==> src/rtl/arb_pkg.sv <==
// rtl/arb_pkg.sv - shared types, sizes and index encode for the 4-way round-robin arbiter
//
// Purpose : common definitions imported by rr_priority_encoder and rr_arbiter_4.
// Contents: N_REQ, IDX_W, arb_state_t {IDLE, BUSY}, onehot_to_idx().

package arb_pkg;

  localparam int N_REQ = 4;
  localparam int IDX_W = 2;

  typedef enum logic {
    IDLE = 1'b0,
    BUSY = 1'b1
  } arb_state_t;

  // 4-to-2 encode of a one-hot vector: idx = {g2|g3, g1|g3}; all-zero maps to 0.
  function automatic logic [IDX_W-1:0] onehot_to_idx(input logic [N_REQ-1:0] oh);
    return {oh[2] | oh[3], oh[1] | oh[3]};
  endfunction

endpackage

==> src/rtl/rr_priority_encoder.sv <==
// rtl/rr_priority_encoder.sv - rotating-priority pick of one request starting at ptr
//
// Purpose : combinational; picks the first set bit of req scanning ptr, ptr+1, ... mod 4.
// Ports   : req      in  [3:0] candidate requests
//           ptr      in  [1:0] highest-priority position for this scan
//           pick     out [3:0] one-hot winner, zero when req is zero
//           pick_idx out [1:0] encoded winner, zero when req is zero
//           any      out       at least one request present

module rr_priority_encoder
  import arb_pkg::*;
(
  input  logic [N_REQ-1:0] req,
  input  logic [IDX_W-1:0] ptr,
  output logic [N_REQ-1:0] pick,
  output logic [IDX_W-1:0] pick_idx,
  output logic             any
);

  logic [N_REQ-1:0] rot;
  logic [N_REQ-1:0] rot_pick;

  always_comb begin
    rot      = '0;
    rot_pick = '0;
    pick     = '0;

    // Rotate so that position ptr lands on bit 0; the 2-bit cast wraps mod 4.
    for (int i = 0; i < N_REQ; i++) begin
      rot[i] = req[IDX_W'(i + int'(ptr))];
    end

    // Fixed priority: lowest rotated bit wins.
    if (rot[0])      rot_pick = 4'b0001;
    else if (rot[1]) rot_pick = 4'b0010;
    else if (rot[2]) rot_pick = 4'b0100;
    else if (rot[3]) rot_pick = 4'b1000;

    // Rotate the winner back into requester numbering.
    for (int i = 0; i < N_REQ; i++) begin
      pick[IDX_W'(i + int'(ptr))] = rot_pick[i];
    end
  end

  assign pick_idx = onehot_to_idx(pick);
  assign any      = |req;

endmodule

==> src/rtl/rr_arbiter_4.sv <==
// rtl/rr_arbiter_4.sv - 4-requester round-robin arbiter with registered one-hot grant and index
//
// Purpose : owns the shared datapath select; an owner keeps the grant while it holds req and
//           the grant passes straight to the next requester in rotation when it lets go.
// Option  : ARB_TIMEOUT_EN - forcibly revokes an owner after MAX_HOLD cycles while others wait.
// Ports   : clk         in        rising-edge clock
//           rst_n       in        asynchronous active-low reset
//           req         in  [3:0] request vector, held for as long as the resource is needed
//           grant       out [3:0] one-hot registered grant, zero when idle
//           grant_idx   out [1:0] encoded owner, zero when idle
//           grant_valid out       OR of grant
//           timeout     out       one-cycle pulse on forced revoke; 0 without ARB_TIMEOUT_EN

module rr_arbiter_4
  import arb_pkg::*;
#(
  parameter int MAX_HOLD = 16
)(
  input  logic             clk,
  input  logic             rst_n,
  input  logic [N_REQ-1:0] req,
  output logic [N_REQ-1:0] grant,
  output logic [IDX_W-1:0] grant_idx,
  output logic             grant_valid,
  output logic             timeout
);

  if (MAX_HOLD < 2 || MAX_HOLD > 255) begin : g_bad_max_hold
    $error("rr_arbiter_4: MAX_HOLD must be in 2..255");
  end

  arb_state_t       state;
  logic [IDX_W-1:0] ptr;

  logic [IDX_W-1:0] scan_ptr;
  logic [N_REQ-1:0] scan_req;
  logic [N_REQ-1:0] pick;
  logic [IDX_W-1:0] pick_idx;
  logic             pick_any;
  logic             owner_req;
  logic             revoke;

  assign owner_req = req[grant_idx];

  // While busy the next owner is searched from owner+1, which is exactly the ptr value that
  // release/revoke commits, so the hand-off happens in the same edge. The current owner is
  // masked out so a revoke can never re-select it; on release its bit is already low.
  assign scan_ptr = (state == BUSY) ? grant_idx + IDX_W'(1) : ptr;
  assign scan_req = req & ~grant;

  rr_priority_encoder u_pick (
    .req      (scan_req),
    .ptr      (scan_ptr),
    .pick     (pick),
    .pick_idx (pick_idx),
    .any      (pick_any)
  );

`ifdef ARB_TIMEOUT_EN
  localparam logic [7:0] HOLD_LAST = 8'(MAX_HOLD - 1);

  logic [7:0] hold_cnt;

  // Only revoke when someone else is actually waiting; a lone owner keeps the resource.
  assign revoke = (state == BUSY) && owner_req && (hold_cnt == HOLD_LAST) && pick_any;

  always_ff @(posedge clk or negedge rst_n) begin
    if (!rst_n) begin
      hold_cnt <= '0;
      timeout  <= 1'b0;
    end else begin
      timeout <= revoke;
      // Any change of ownership (new grant, release, revoke) restarts the count from zero.
      if (state == IDLE || !owner_req || revoke) begin
        hold_cnt <= '0;
      end else if (hold_cnt != HOLD_LAST) begin
        hold_cnt <= hold_cnt + 8'd1;
      end
    end
  end
`else
  assign revoke  = 1'b0;
  assign timeout = 1'b0;
`endif

  always_ff @(posedge clk or negedge rst_n) begin
    if (!rst_n) begin
      state       <= IDLE;
      ptr         <= '0;
      grant       <= '0;
      grant_idx   <= '0;
      grant_valid <= 1'b0;
    end else begin
      case (state)
        IDLE: begin
          if (pick_any) begin
            grant       <= pick;
            grant_idx   <= pick_idx;
            grant_valid <= 1'b1;
            state       <= BUSY;
          end
        end
        BUSY: begin
          if (!owner_req || revoke) begin
            ptr <= scan_ptr;
            if (pick_any) begin
              grant       <= pick;
              grant_idx   <= pick_idx;
              grant_valid <= 1'b1;
            end else begin
              grant       <= '0;
              grant_idx   <= '0;
              grant_valid <= 1'b0;
              state       <= IDLE;
            end
          end
        end
        default: state <= IDLE;
      endcase
    end
  end

endmodule

==> config.mk <==
export PLATFORM = sky130hd
export DESIGN_NAME = rr_arbiter_4
export DESIGN_NICKNAME = d
export VERILOG_FILES = /design/src/rtl/arb_pkg.sv /design/src/rtl/rr_priority_encoder.sv /design/src/rtl/rr_arbiter_4.sv
export SDC_FILE = /design/constraint.sdc
export NUM_CORES = 1
export LEC_CHECK = 0
export ABC_AREA = 1
export CELL_PAD_IN_SITES_DETAIL_PLACEMENT = 1
export CELL_PAD_IN_SITES_GLOBAL_PLACEMENT = 1
export CORE_MARGIN = 2
export CORE_UTILIZATION = 35
export CTS_CLUSTER_DIAMETER = 40
export DETAILED_ROUTE_END_ITERATION = 6
export HOLD_SLACK_MARGIN = 0.12
export PLACE_DENSITY_LB_ADDON = 0.1
export SLEW_MARGIN = 0
export SYNTH_ARGS = -nofsm -noshare
export SYNTH_HDL_FRONTEND = slang
export SYNTH_SLANG_ARGS = --single-unit
export TNS_END_PERCENT = 100
==> constraint.sdc <==
create_clock -name clk -period 4.88 [get_ports clk]
set_clock_uncertainty 0.1 [all_clocks]
set_input_delay 0.976 -clock clk [delete_from_list [all_inputs] [get_ports clk]]
set_output_delay 0.976 -clock clk [all_outputs]
set_load 0.1 [all_outputs]
Word-level counts from Yosys, hierarchy flattened
Index checks and enable logic that the tools add are counted.

storage, ports and cells
  register bits after elaboration = 10
  bits in latches = 0
  bits in writable memories = 0
  memory bits (read-only) = 0
  output and inout bits = 8
  logic and storage cells = 78
  memories = 0

cells by class
  add/sub/neg operators = 4
  multiply operators = 0
  divide/modulo/power cells = 0
  order comparisons = 9
  equal/unequal tests = 2
  shift-type cells = 0
  muxes and demuxes = 44
  bitwise operators = 7
  reductions and logical operators = 7

operators with widths
  kind                                                                number
  two-way mux 4 bit                                                   7
  two-way mux 1 bit                                                   17
  less-than comparator 2 x 4 -> 1 bit (second input constant)         4
  bitwise mux 4 bit                                                   3
  binary-select mux 1 bit (select 2 bit)                              5
  AND 4 bit                                                           2
  demux 1 bit (select 2 bit)                                          4
  greater-or-equal comparator 2 x 1 -> 1 bit (second input constant)  4
  two-way mux 2 bit                                                   4
  case mux 4 bit (2 select lines)                                     1
  adder 2 bit (first input constant)                                  2
  logical AND 1 bit                                                   4
  != test 2 bit (second input constant)                               2
  NOT 4 bit                                                           1
  case mux 1 bit (2 select lines)                                     2
  case mux 2 bit (2 select lines)                                     1
  AND reduction 2 bit                                                 2
  OR reduction 4 bit                                                  1
  less-than comparator 2 x 3 -> 1 bit (second input constant)         1
  adder 1 x 2 -> 2 bit (first input constant)                         1
  adder 2 x 1 -> 2 bit (second input constant)                        1
  NOT 1 bit                                                           2
  bitwise OR 1 bit                                                    2

Logic depth before layout (Yosys ltp)
Gate-level depths: netlist (run 1).

  word-level depth = 18
  mapped depth = 15
  mapped depth without buffers = 15

Hierarchy
Synthesis (run 1) repeated with hierarchy kept, for this count alone.

second synthesis, totals
  cell total of the unflattened synthesis = 165
  area, all modules = 1021.0 um^2

by module, submodules not included
  module               times used  cells each  area each (um^2)  sequential area each (um^2)
  rr_arbiter_4         1           70          531.8             250.2
  rr_priority_encoder  1           95          489.2             0.0

Least setup slack after synthesis (run 1)
OpenSTA, ideal clock, no wires.

  path type = reg-to-reg
  start = reg grant_idx[0]
  end = reg grant_idx[0]
  arrival = 2.526 ns
  path slack = 2.128 ns
  cell stages (with the launch flop) = 14
  clock period less this slack = 2.752 ns
  cell sequence = dfrtp_1 -> inv_2 -> nand2_1 -> nand3_2 -> nand2_4 -> inv_2 -> ha_1 -> nand3b_1 -> nand2_2 -> a21oi_2 -> nand2_1 -> a21oi_2 -> nand2_1 -> nand3_1

on the way
  longest elaborated chain between the ends = 17
  elaborated cells on any way between the ends = 54
  classes of those cells = add/sub (4); order compare (8); eq/ne (1); mux (34); bitwise (2); reduce/logical (5)

RTL lines
  item                                                  RTL line                                              RTL
  start, declared                                       rr_arbiter_4.sv:23                                    output logic [IDX_W-1:0] grant_idx,
  start signal, assigned                                rr_arbiter_4.sv:98                                    grant_idx <= pick_idx;
  start signal, assigned                                rr_arbiter_4.sv:108                                   grant_idx <= pick_idx;
  adder 2 x 1 -> 2 bit (*)                              rr_arbiter_4.sv:48                                    assign scan_ptr = (state == BUSY) ? grant_idx + IDX_W'(1) : ptr;
  two-way mux 2 bit (*)                                 rr_arbiter_4.sv:48
  via scan_ptr[1]                                       rr_arbiter_4.sv:35                                    logic [IDX_W-1:0] scan_ptr;
  adder 2 bit                                           rr_priority_encoder.sv:30, rr_priority_encoder.sv:41
  binary-select mux 1 bit (select 2 bit)                rr_priority_encoder.sv:30                             rot[i] = req[IDX_W'(i + int'(ptr))];
  two-way mux 1 bit (not written as such) (2 in a row)  rr_priority_encoder.sv:30
  two-way mux 4 bit                                     rr_priority_encoder.sv:36                             else if (rot[2]) rot_pick = 4'b0100;
  two-way mux 4 bit                                     rr_priority_encoder.sv:35                             else if (rot[1]) rot_pick = 4'b0010;
  two-way mux 4 bit                                     rr_priority_encoder.sv:34                             if (rot[0]) rot_pick = 4'b0001;
  AND 4 bit (no line)                                   --
  bitwise mux 4 bit (2 in a row)                        rr_priority_encoder.sv:41                             pick[IDX_W'(i + int'(ptr))] = rot_pick[i];
  bitwise mux 4 bit (*)                                 rr_priority_encoder.sv:41
  bitwise OR 1 bit (*)                                  arb_pkg.sv:18                                         return {oh[2] | oh[3], oh[1] | oh[3]};
  two-way mux 2 bit                                     rr_arbiter_4.sv:106                                   if (pick_any) begin
  two-way mux 2 bit                                     rr_arbiter_4.sv:104                                   if (!owner_req || revoke) begin
  case mux 2 bit (2 select lines) (*)                   rr_arbiter_4.sv:94                                    case (state)

The timed path passes the listed nets; every way through them passes the cells marked *. The select of a mux whose other input is x is not followed.
A chain may end at the register's enable or synchronous reset.

Worst setup path after layout (run 1)
  start = reg grant_idx[0]
  end = out grant_idx[0]

No word-level cell between the ends.

==> flow_metrics.env, run 1 <==
export IMPL_status="finished, final reports clean"
export IMPL_first_pass_iters=4
export IMPL_path_max_fanout=6
export IMPL_htreeDepth=1
export IMPL_utilization_pct=43.6
export IMPL_postCtsSetupRepairBufs=0
export IMPL_r2r_start="grant_idx[0]"
export IMPL_finalCritPeriodShare_pct=61.9
export IMPL_setup_viol=0
export IMPL_finalCriticalPeriod_ns=3.02
export IMPL_netlist_area_sq_um=1000
export IMPL_arrival_ns=1.94
export IMPL_cts_root_buf="clkbuf_4"
export IMPL_yosys_area_top_type_share_pct=24.9
export IMPL_grt_max_degree=11
export IMPL_min_to="grant_valid"
export IMPL_area_growth_pct=18.7
export IMPL_die_w_microns=57.5
export IMPL_dieArea_sq_um=3310
export IMPL_rows=19
export IMPL_dieHeight_microns=57.5
export IMPL_r2r_cells=13
export IMPL_synth_edf_count=0
export IMPL_r2r_slack_ns=2.38
export IMPL_crit_family="buffers and inverters"
export IMPL_crit_chain="clkdlybuf4s50_1"
export IMPL_timing_rr_end="grant_idx[1]"
export IMPL_ys_ff_latch=10
export IMPL_place_gp_congestion=0.825
export IMPL_grt_pass1_wl_microns=4970
export IMPL_via_count=1002
export IMPL_end_kind="primary output"
export IMPL_slew_headroom_pct=34.8
export IMPL_worst_pin_slew_ns=0.975
export IMPL_yosysWarnings=0
export IMPL_hold_violations=0
export IMPL_drv_slew=0
export IMPL_clock_sinks=10
export IMPL_drive_gt1_share_pct=12.1
export IMPL_cts_tree="built"
export IMPL_maxCapViolations=0
export IMPL_syn_num_nets=172
export IMPL_ctsResizeCount=0
export IMPL_portBuffers=12
export IMPL_cp_num_buf_inv=1
export IMPL_wl_microns=2740
export IMPL_nFillCells=390
export IMPL_crit_cells=1
export IMPL_via_per_inst=4.91
export IMPL_synth_commonest_cells="nand2_1, inv_1, nand3_1"
export IMPL_setup_tns_ns=0
export IMPL_grt_pass1_vias=1031
export IMPL_max_stage_delay_ns=1.19
export IMPL_synthTopCellsByArea="dfrtp_1, nand2_1, ha_1"
export IMPL_hold_path_depth=2
export IMPL_min_path_type="flip-flop to flip-flop"
export IMPL_overflow=0
export IMPL_start_util_pct=36.7
export IMPL_dp_hpwl_microns=2310
export IMPL_synth_seq_area_share_pct=24.9
export IMPL_ys_types=22
export IMPL_start_kind="flip-flop"
export IMPL_max_freq_mhz=331
export IMPL_cpMaxStageDelayCell="clkdlybuf4s50_1"
export IMPL_clk_latency_ns=0.27
export IMPL_netlist_instances=158
export IMPL_drc_errors=0
export IMPL_ant_nets=0
export IMPL_clk_pin_slew_ns=0.07
export IMPL_clockBufferDepth=2
export IMPL_track_usage_pct=19.2
export IMPL_nets=188
export IMPL_synth_async_reset_ratio_pct=100
export IMPL_yosysTopAreaCell="dfrtp_1"
export IMPL_ios=14
export IMPL_n_antenna_cell=0
export IMPL_worstSetupPathType="flip-flop to primary output"
export IMPL_crit_required_ns=3.80
export IMPL_core_sq_um=2730
export IMPL_drtIter0Drc=16
export IMPL_numCtsBuffers=3
export IMPL_grt_setup_unrepaired="false"
export IMPL_ys_flop_type="dfrtp_1"
export IMPL_antenna_found_initial=0
export IMPL_hold_buffers=0
export IMPL_synth_most_common_cell="nand2_1"
export IMPL_post_synth_cell_area_avg_sq_um=6.35
export IMPL_routedWlPerCell_microns=13.4
export IMPL_worstHoldStart="grant_valid"
## layout make-up
| type | count | area [sq um] | share of cell area (%) |
|---|---|---|---|
| clock buffer | 4 | 36.3 | 3.05 |
| inverter | 25 | 93.8 | 7.88 |
| multi-input combinational | 122 | 652 | 54.7 |
| sequential | 10 | 250 | 21.0 |
| tap | 31 | 38.8 | 3.26 |
| timing repair buffer | 12 | 120 | 10.1 |
## registers in the layout, indices dropped and copies added (netlist names)
signal	count
grant	4
grant_idx	2
grant_valid	1
ptr	2
state	1
## cells by family (layout without fill, tap and decap cells)
logic type,count (synthesis),after routing,synth area share (%)
simple gates,95,95,44.6
buf+inv,26,41,10.1
compound gates,18,18,9.97
flops,10,10,24.9
fa+ha+maj,8,8,9.98
other cells,1,1,0.374
## worst max path at each step
| stage | from | end | slack (ns) |
|---|---|---|---|
| finish | grant_idx[0] | grant_idx[0] | 1.86 |
| global route | grant_idx[0] | grant_idx[0] | 1.81 |
| floorplan | grant_idx[0] | grant_idx[0] | 2.13 |
| global placement | grant_idx[0] | grant_idx[0] | 2.14 |
| CTS | grant_idx[0] | grant_idx[0] | 1.84 |
| detailed placement | req[0] | grant_idx[1] | 2.12 |
## stage by stage
stage	hold WS [ns]	instance area [sq um]	setup slack (ns)	std cells
after floorplan	0.346	1000	2.13	158
after global placement	0.368	1150	2.14	200
after detailed placement	0.376	1150	2.12	200
after CTS	0.392	1190	1.84	204
after global routing	0.439	1190	1.81	204
final	0.386	1190	1.86	204
## layout by cell type, fill, tap and decap left out, types with 4 or more instances in the layout
master,Yosys,final
nand2_1,54,54
nand3_1,15,15
a21oi_1,7,7
nand2_2,6,6
nor2_1,7,7
o21ai_0,5,5
clkdlybuf4s50_1,0,12
dfrtp_1,10,10
nand2_4,4,4
nand4_1,4,4
ha_1,8,8
inv_1,22,22
## layer usage
layer	wire [microns]	track usage [%]	vias up
met2	1410	33.8	11
met1	1260	25.0	464
met4	37	5.98	0
li1	-	-	522
met3	31	1.36	5
met5	0	0	-
Power of run 1 is left out: the tool's default activity adds up to more than one toggle a clock period on the data nets, which glitch-free logic cannot reach.
==> run 2: changes to the inputs <==
clock period = 3.1 ns   (was 4.88 ns; I/O delays follow)
==> run 2 against run 1 <==
Design area shrank 1.5%. Utilization is 0.64 points lower. First-iteration DRC count shrank 19%. Hold slack improved by 0.0032 ns. Die area stayed put. Routed wire length up 2.3%. Worst setup slack got worse by 1.2 ns. Register-to-register slack lost 1.7 ns. Flip-flop and latch count stayed put. Via count decreased by 0.60%. Count of clock-buffer cells in the layout is the same. Non-clock buffer count unchanged. Critical endpoint is now grant[3].
==> flow_metrics.env, run 2 (synthesis gave the netlist of run 1 again) <==
export IMPL_status="finished, final reports clean"
export IMPL_postCtsSetupRepairBufs=0
export IMPL_grt_busiest_layer="met2"
export IMPL_cts_tree="built"
export IMPL_reg_largest_list="grant: 4 flops, grant_idx: 2 flops, ptr: 2 flops"
export IMPL_antenna_found_initial=0
export IMPL_hold_violations=0
export IMPL_htreeDepth=1
export IMPL_first_pass_iters=3
export IMPL_drv_slew=0
export IMPL_ctsResizeCount=0
export IMPL_setup_viol=0
export IMPL_numCtsBuffers=3
export IMPL_r2r_start="state"
export IMPL_grt_setup_unrepaired="false"
export IMPL_finalCritPeriodShare_pct=77.1
export IMPL_worstHoldStart="ptr[1]"
export IMPL_largest_reg_flops=4
export IMPL_clk_pin_slew_ns=0.07
export IMPL_die_w_microns=57.5
export IMPL_track_usage_pct=18.7
export IMPL_hold_buffers=0
export IMPL_cts_root_buf="clkbuf_4"
export IMPL_core_sq_um=2730
export IMPL_gr_usage_met2_pct=34.4
export IMPL_maxCapViolations=0
export IMPL_clock_sinks=10
export IMPL_gr_usage_met3_pct=1.13
export IMPL_grt_max_degree=11
export IMPL_arrival_ns=2.48
export IMPL_start_kind="flip-flop"
export IMPL_setup_ws_ns=0.710
export IMPL_r2r_slack_ns=0.71
export IMPL_clk_latency_ns=0.26
export IMPL_nets=188
export IMPL_drc_errors=0
export IMPL_drive_gt1_share_pct=16.2
export IMPL_max_stage_delay_ns=0.46
export IMPL_min_path_type="flip-flop to flip-flop"
export IMPL_max_freq_mhz=418
export IMPL_layout_common_cells="nand2_1, inv_1, nand3_1"
export IMPL_routedWlPerCell_microns=13.7
export IMPL_overflow=0
export IMPL_ant_nets=0
export IMPL_dieHeight_microns=57.5
export IMPL_nFillCells=375
export IMPL_via_per_inst=4.88
export IMPL_hold_path_depth=2
export IMPL_dieArea_sq_um=3310
export IMPL_crit_required_ns=3.19
export IMPL_place_gp_congestion=0.862
export IMPL_met1_usage_pct=22.2
export IMPL_timing_rr_end="grant[3]"
export IMPL_pre_cts_ws_ns=0.672
export IMPL_final_common_cell="nand2_1"
export IMPL_wl_microns=2800
export IMPL_start_util_pct=36.7
export IMPL_rows=19
export IMPL_area_growth_pct=17.0
export IMPL_clockBufferDepth=2
export IMPL_grt_pass1_wl_microns=4820
export IMPL_dp_hpwl_microns=2470
export IMPL_end_kind="flip-flop"
export IMPL_worstSetupPathType="flip-flop to flip-flop"
export IMPL_setup_tns_ns=0
export IMPL_cpMaxStageDelayCell="dfrtp_1"
export IMPL_path_max_fanout=10
export IMPL_largest_register="grant"
export IMPL_ios=14
export IMPL_grt_pass1_vias=1100
export IMPL_crit_chain="or2_1, nand2_4, inv_2, ha_1, nand3b_1, nand2_2, a21oi_2, nand2_1, a21oi_2, nand2_1, o21ai_1"
export IMPL_min_to="ptr[1]"
export IMPL_portBuffers=12
export IMPL_r2r_cells=11
export IMPL_n_antenna_cell=0
export IMPL_drtIter0Drc=13
export IMPL_finalCriticalPeriod_ns=2.39
export IMPL_via_count=996
## run 2: cell types whose count changed in the layout (fill, tap and decap cells not counted), sizes merged
cell,before,now
clkdlybuf4s50,12,5
buf,0,7
## run 2: area by class of cell
type	count	area, sq um	area share, %
tap	31	38.8	3.30
sequential	10	250	21.3
clock buffer	4	36.3	3.09
multi-input combinational	122	652	55.5
timing repair buffer	12	103	8.74
inverter	25	93.8	8.00
## run 2: stage by stage
stage	hold slack, ns	cells	util [%]	cell area [sq um]
floorplan	0.224	158	-	1000
global placement	0.372	200	41.6	1140
detailed placement	0.377	200	41.6	1140
CTS	0.397	204	42.9	1170
global route	0.435	204	42.9	1170
finish	0.389	204	42.9	1170
## run 2: metal layers
layer	wire length, microns	vias up
li1	-	523
met1	1300	459
met2	1420	10
met3	45	4
met4	40	0
met5	0	-
## run 2: how the worst max path moves through the flow
stage                   end          from  slack [ns]  cells after the start
3_3_place_gp   grant_idx[0]        req[0]        0.70                     14
5_1_grt            grant[3]         state        0.52                     11
4_1_cts            grant[3]         state        0.70                     11
6_report           grant[3]         state        0.71                     11
2_1_floorplan  grant_idx[0]  grant_idx[0]        0.35                     13
3_5_place_dp   grant_idx[0]        req[0]        0.67                     14
## run 2: worst max-delay path, delay by kind of cell (launching register included)
kind / cells / cell delay (ns)
simple gates: 6 / 0.93
fa+ha+maj: 1 / 0.37
compound gates: 3 / 0.37
buf+inv: 1 / 0.09
flops: 1 / 0.46
Power of run 2 is left out for the same reason.
==> run 3: changes to the inputs <==
CORE_UTILIZATION = 34   (was 35)
clock period = 2 ns   (was 3.1 ns; I/O delays follow)
==> run 3 against run 2 <==
The run now ends with setup timing left. Global-route usage rose by 3.9 points. Non-clock buffer count is 24 higher. First-iteration DRC count grew 85%. Routed wire length increased by 26%. Via count grew 14%. Fmax increased by 13%. Critical path depth is 1 higher.
==> flow_metrics.env, run 3 (synthesis gave the netlist of run 1 again) <==
export IMPL_status="finished with violations"
export IMPL_failed_checks="setup timing"
export IMPL_max_stage_delay_ns=0.52
export IMPL_routedWlPerCell_microns=15.5
export IMPL_clk_latency_ns=0.27
export IMPL_n_antenna_cell=0
export IMPL_cts_tree="built"
export IMPL_finalCriticalPeriod_ns=2.11
export IMPL_clockBufferDepth=2
export IMPL_setup_ws_ns=-0.109
export IMPL_drv_slew=0
export IMPL_start_util_pct=36.1
export IMPL_overflow=0
export IMPL_nFillCells=349
export IMPL_worstSetupPathType="flip-flop to flip-flop"
export IMPL_cpMaxStageDelayCell="dfrtp_4"
export IMPL_core_sq_um=2780
export IMPL_clk_pin_slew_ns=0.07
export IMPL_track_usage_pct=22.6
export IMPL_final_common_cell="nand2_1"
export IMPL_stdcell_count=228
export IMPL_dieArea_sq_um=3400
export IMPL_utilization_pct=57.5
export IMPL_arrival_ns=2.22
export IMPL_maxCapViolations=0
export IMPL_grt_pass1_vias=1242
export IMPL_hold_violations=0
export IMPL_crit_chain="nand2_4, nand3_4, nand2_4, inv_4, ha_4, nand3b_1, nand2_2, a21oi_4, nand2_4, a21oi_2, nand2_2, nand3_1"
export IMPL_drive_gt1_share_pct=40.1
export IMPL_min_path_type="input pin to async pin"
export IMPL_path_max_fanout=5
export IMPL_finalCritPeriodShare_pct=105
export IMPL_via_count=1132
export IMPL_portBuffers=12
export IMPL_grt_setup_unrepaired="true"
export IMPL_via_per_inst=4.96
export IMPL_reg_largest_list="grant: 4 flops, grant_idx: 2 flops, ptr: 2 flops"
export IMPL_dieHeight_microns=58.3
export IMPL_holdWs_ns=0.340
export IMPL_nets=212
export IMPL_largest_reg_flops=4
export IMPL_drc_errors=0
export IMPL_drtIter0Drc=24
export IMPL_ios=14
export IMPL_cts_root_buf="clkbuf_4"
export IMPL_layout_common_cells="nand2_1, buf_4, inv_1"
export IMPL_dp_cells=222
export IMPL_end_kind="flip-flop"
export IMPL_ant_nets=0
export IMPL_wl_microns=3530
export IMPL_clock_sinks=10
export IMPL_htreeDepth=1
export IMPL_die_w_microns=58.3
export IMPL_grt_pass1_wl_microns=5770
export IMPL_numCtsBuffers=3
export IMPL_dp_hpwl_microns=2800
export IMPL_max_freq_mhz=474
export IMPL_antenna_found_initial=0
export IMPL_rows=19
export IMPL_largest_register="grant"
export IMPL_cp_common_cell="nand2_4"
export IMPL_crit_required_ns=2.11
export IMPL_first_pass_iters=4
export IMPL_setup_viol=5
export IMPL_area_growth_pct=59.4
export IMPL_place_gp_congestion=0.839
export IMPL_start_kind="flip-flop"
export IMPL_grt_max_degree=11
-- run 3: cell count changes in the layout (fill, tap and decap cells not counted), moves of 5 or more --
cell | before | now
nand2_1 | 54 | 46
nand3_1 | 15 | 10
buf_4 | 7 | 23
buf_12 | 0 | 7
-- run 3: path summary, 6_finish.rpt --
check                             start      endpoint  slack (ns)  cells past startpoint
setup / recovery           grant_idx[0]  grant_idx[1]       -0.11                     12
hold / removal                    rst_n  grant_idx[0]        0.34                      1
setup reg to reg           grant_idx[0]  grant_idx[1]       -0.11                     12
hold reg to reg                  ptr[1]        ptr[1]        0.43                      2
max in group asynchronous         rst_n  grant_idx[1]        1.11                      1
min in group clk                 ptr[1]        ptr[1]        0.43                      2
-- run 3: metrics by stage --
step           cell area, sq um  setup TNS, ns  setup slack (ns)
6_report                   1600         -0.360            -0.109
5_1_grt                    1600         -0.914            -0.172
4_1_cts                    1510         -0.307           -0.0774
3_5_place_dp               1420         -0.941            -0.218
3_3_place_gp               1420         -0.586            -0.148
2_1_floorplan              1040          -1.04            -0.185
-- run 3: layout make-up --
type,instances,area (sq um),share of cell area (%)
tap,31,38.8,2.43
clock buffer,4,36.3,2.27
inverter,25,101,6.34
sequential,10,258,16.1
multi-input combinational,122,791,49.5
timing repair buffer,36,374,23.4
-- run 3: layer usage --
layer	up-vias	global-route usage, %	wire length, microns
li1	575	-	-
met1	532	29.5	1720
met2	16	39.6	1690
met3	9	1.98	58
met4	0	6.98	71
met5	-	0	0
-- run 3: worst max-delay path, delay by kind of cell (launching register included) --
family                   cells  cell delay (ns)
flip-flops                   1             0.52
AO/OA/AOI/OAI                2             0.34
AND/OR/NAND/NOR              8             0.77
buffers and inverters        1             0.04
adder cells (fa/ha/maj)      1             0.27
-- run 3: repair_timing --
item	4_1_cts	5_1_grt
pin swaps	10	7
hold buffers	0	0
gates resized for setup	12	19
buffers inserted	1	1
endpoints found under the setup margin	6	6
Power of run 3 is left out for the same reason.
==> variant (settings of run 2) <==
Add a define of `ARB_TIMEOUT_EN`.
--- a/src/rtl/rr_arbiter_4.sv
+++ b/src/rtl/rr_arbiter_4.sv
@@ -12,2 +12,4 @@
 //           timeout     out       one-cycle pulse on forced revoke; 0 without ARB_TIMEOUT_EN
+
+`define ARB_TIMEOUT_EN
 
Check against the original RTL: not equivalent (Yosys sat finds a counterexample within 4 cycles, from zero or initial values and one cycle with rst_n low).
==> variant against run 2 <==
Wire length grew 40%; setup slack lost 6.2 ps; final area grew 52%; via count grew 41%; synthesized area grew 57%; sequential cell count grew 9; largest cell class unchanged; sequential share of layout area grew 5.3 points.
Power is not shown: default switching activity piles up to over one toggle a cycle in this logic, so the estimate is an artifact.
==> variant: results (changes against run 2) <==
STATUS
---------------------------------------------------------------------------
Run status ...................................................    completed

GRT
---------------------------------------------------------------------------
Maximum number of pins on one net before global-route repair .           20   +9
Global-route wire length before repair .......................      6.73 mm   +39%
M1 GR Usage ..................................................        25.5%   +3.3 points
Number of global-route vias before repair ....................         1400   +27%
GR Layer Usage met3 ..........................................        3.28%   +2.1 points
Met2 track utilization from global routing ...................        26.0%   -8.5 points
Antenna violations before repair .............................            0   unchanged
Total Routing Usage GR .......................................        16.7%   -2.0 points

SYNTHESIS
---------------------------------------------------------------------------
Commonest cells post-synth ................................... 53 x sky130_fd_sc_hd__nand2_1, 30 x sky130_fd_sc_hd__inv_1, 22 x sky130_fd_sc_hd__nand2_2
Synth unique cells ...........................................           30   +36%
Synthesized Nets .............................................          235   +37%
Largest cells by area after synthesis ........................ sky130_fd_sc_hd__dfrtp_1 30%, sky130_fd_sc_hd__nand2_1 13%, sky130_fd_sc_hd__nand2_2 8.7%
Register area share after synthesis ..........................        30.2%   +5.2 points
Async S/R FF share, synth ....................................         100%   unchanged

CLOCK NETWORK
---------------------------------------------------------------------------
CTS Buf Count ................................................            3   unchanged
Clock H-tree levels ..........................................            1   unchanged
Root Driver .................................................. sky130_fd_sc_hd__clkbuf_8
Cells resized by post-CTS repair .............................            0   unchanged
Clock latency at the later pin of the worst-skew pair ........       260 ps   about the same

HOLD PATH
---------------------------------------------------------------------------
Hold wc startpoint ...........................................  grant_valid
Worst-case hold path end point ...............................  grant_valid
Path type of the worst min-delay path ........................   reg -> reg
Number of cells traversed by the worst hold path .............            2   unchanged

LAYOUT
---------------------------------------------------------------------------
Fill cell total of the finished layout .......................          561   +50%
Top flop regs ................................................ hold_cnt (8), grant (4)
Area of all sequential standard cells ........................     475 um^2   +90%
Layout Nets ..................................................          252   +34%
Share of post-route cells with drive strength above 1 ........        22.9%   +6.7 points

WORST SETUP PATH
---------------------------------------------------------------------------
Slowest cell on crit path .................................... sky130_fd_sc_hd__dfrtp_1
Crit path DAT ................................................      2450 ps   -30 ps
Largest stage delay, worst path ..............................       660 ps   +200 ps
Worst R2R Setup Slack ........................................       700 ps
Worst Reg2Reg Path Length in Cells ...........................           13   +2
Kind of cell adding the most delay to the critical path ...... simple AND/OR/NAND/NOR gates
Worst reg2reg path endpoint ..................................     grant[0]
R2R Path Start ...............................................        state
Crit-path max FO .............................................           10   unchanged

PLACEMENT
---------------------------------------------------------------------------
Estimated wirelength of the detail-placed design .............      3.26 mm   +32%
Count of port buffers added during placement .................           13   +1
Placer's final routability congestion estimate ...............        0.756   -12%
Dpl ws .......................................................       560 ps   -112 ps
DP Area ......................................................    1740 um^2   +53%

DETAILED ROUTING
---------------------------------------------------------------------------
Detailed-route vias per instance .............................         4.88   about the same
Iteration-0 DRC Markers ......................................           49   +36
Drt total wl .................................................      3.93 mm   +40%
Initial DRT Pass Iterations ..................................            4   +1

STA
---------------------------------------------------------------------------
Worst-margin pin slew ........................................       843 ps

-- variant: worst min-delay path, cell delays in order, from the launching register on --
cell and delay [ps]:
sky130_fd_sc_hd__dfrtp_1 350, sky130_fd_sc_hd__nand2_1 50, sky130_fd_sc_hd__nand2_1 50
-- variant: how the worst max path moves through the flow --
stage	slack, ps	end	cells past startpoint	start
2_1_floorplan	320	grant[0]	14	grant_idx[0]
3_3_place_gp	550	grant[2]	8	req[1]
3_5_place_dp	560	grant[2]	8	req[1]
4_1_cts	710	grant[2]	12	state
5_1_grt	460	grant[2]	12	state
6_report	700	grant[0]	13	state
-- variant: logic make-up (layout without fill, tap and decap cells) --
logic type | Yosys count | count (layout) | share of synthesized area, %
fa+ha+maj | 9 | 9 | 7.15
compound gates | 29 | 29 | 9.93
buf+inv | 37 | 53 | 9.85
simple gates | 125 | 125 | 42.3
flops | 19 | 19 | 30.2
xor+xnor | 1 | 1 | 0.556
-- variant: area by class of cell --
class / instances / area share (%)
Multi-Input combinational cell: 164 / 52.9
Sequential cell: 19 / 26.6
Inverter: 35 / 7.64
Timing Repair Buffer: 14 / 6.59
Tap cell: 52 / 3.64
Clock buffer: 3 / 2.31
Clock inverter: 1 / 0.280
-- variant: routing by layer --
layer / vias up / wire, um
li1: 730 / -
met1: 657 / 2100
met2: 18 / 1700
met3: 0 / 126
met5: - / 0
met4: 0 / 0
-- variant: per-stage QoR --
step / hold WS [ps] / cells
final: 376 / 288
after global routing: 437 / 288
after CTS: 387 / 288
after detailed placement: 369 / 284
after global placement: 369 / 284
after floorplan: 224 / 220
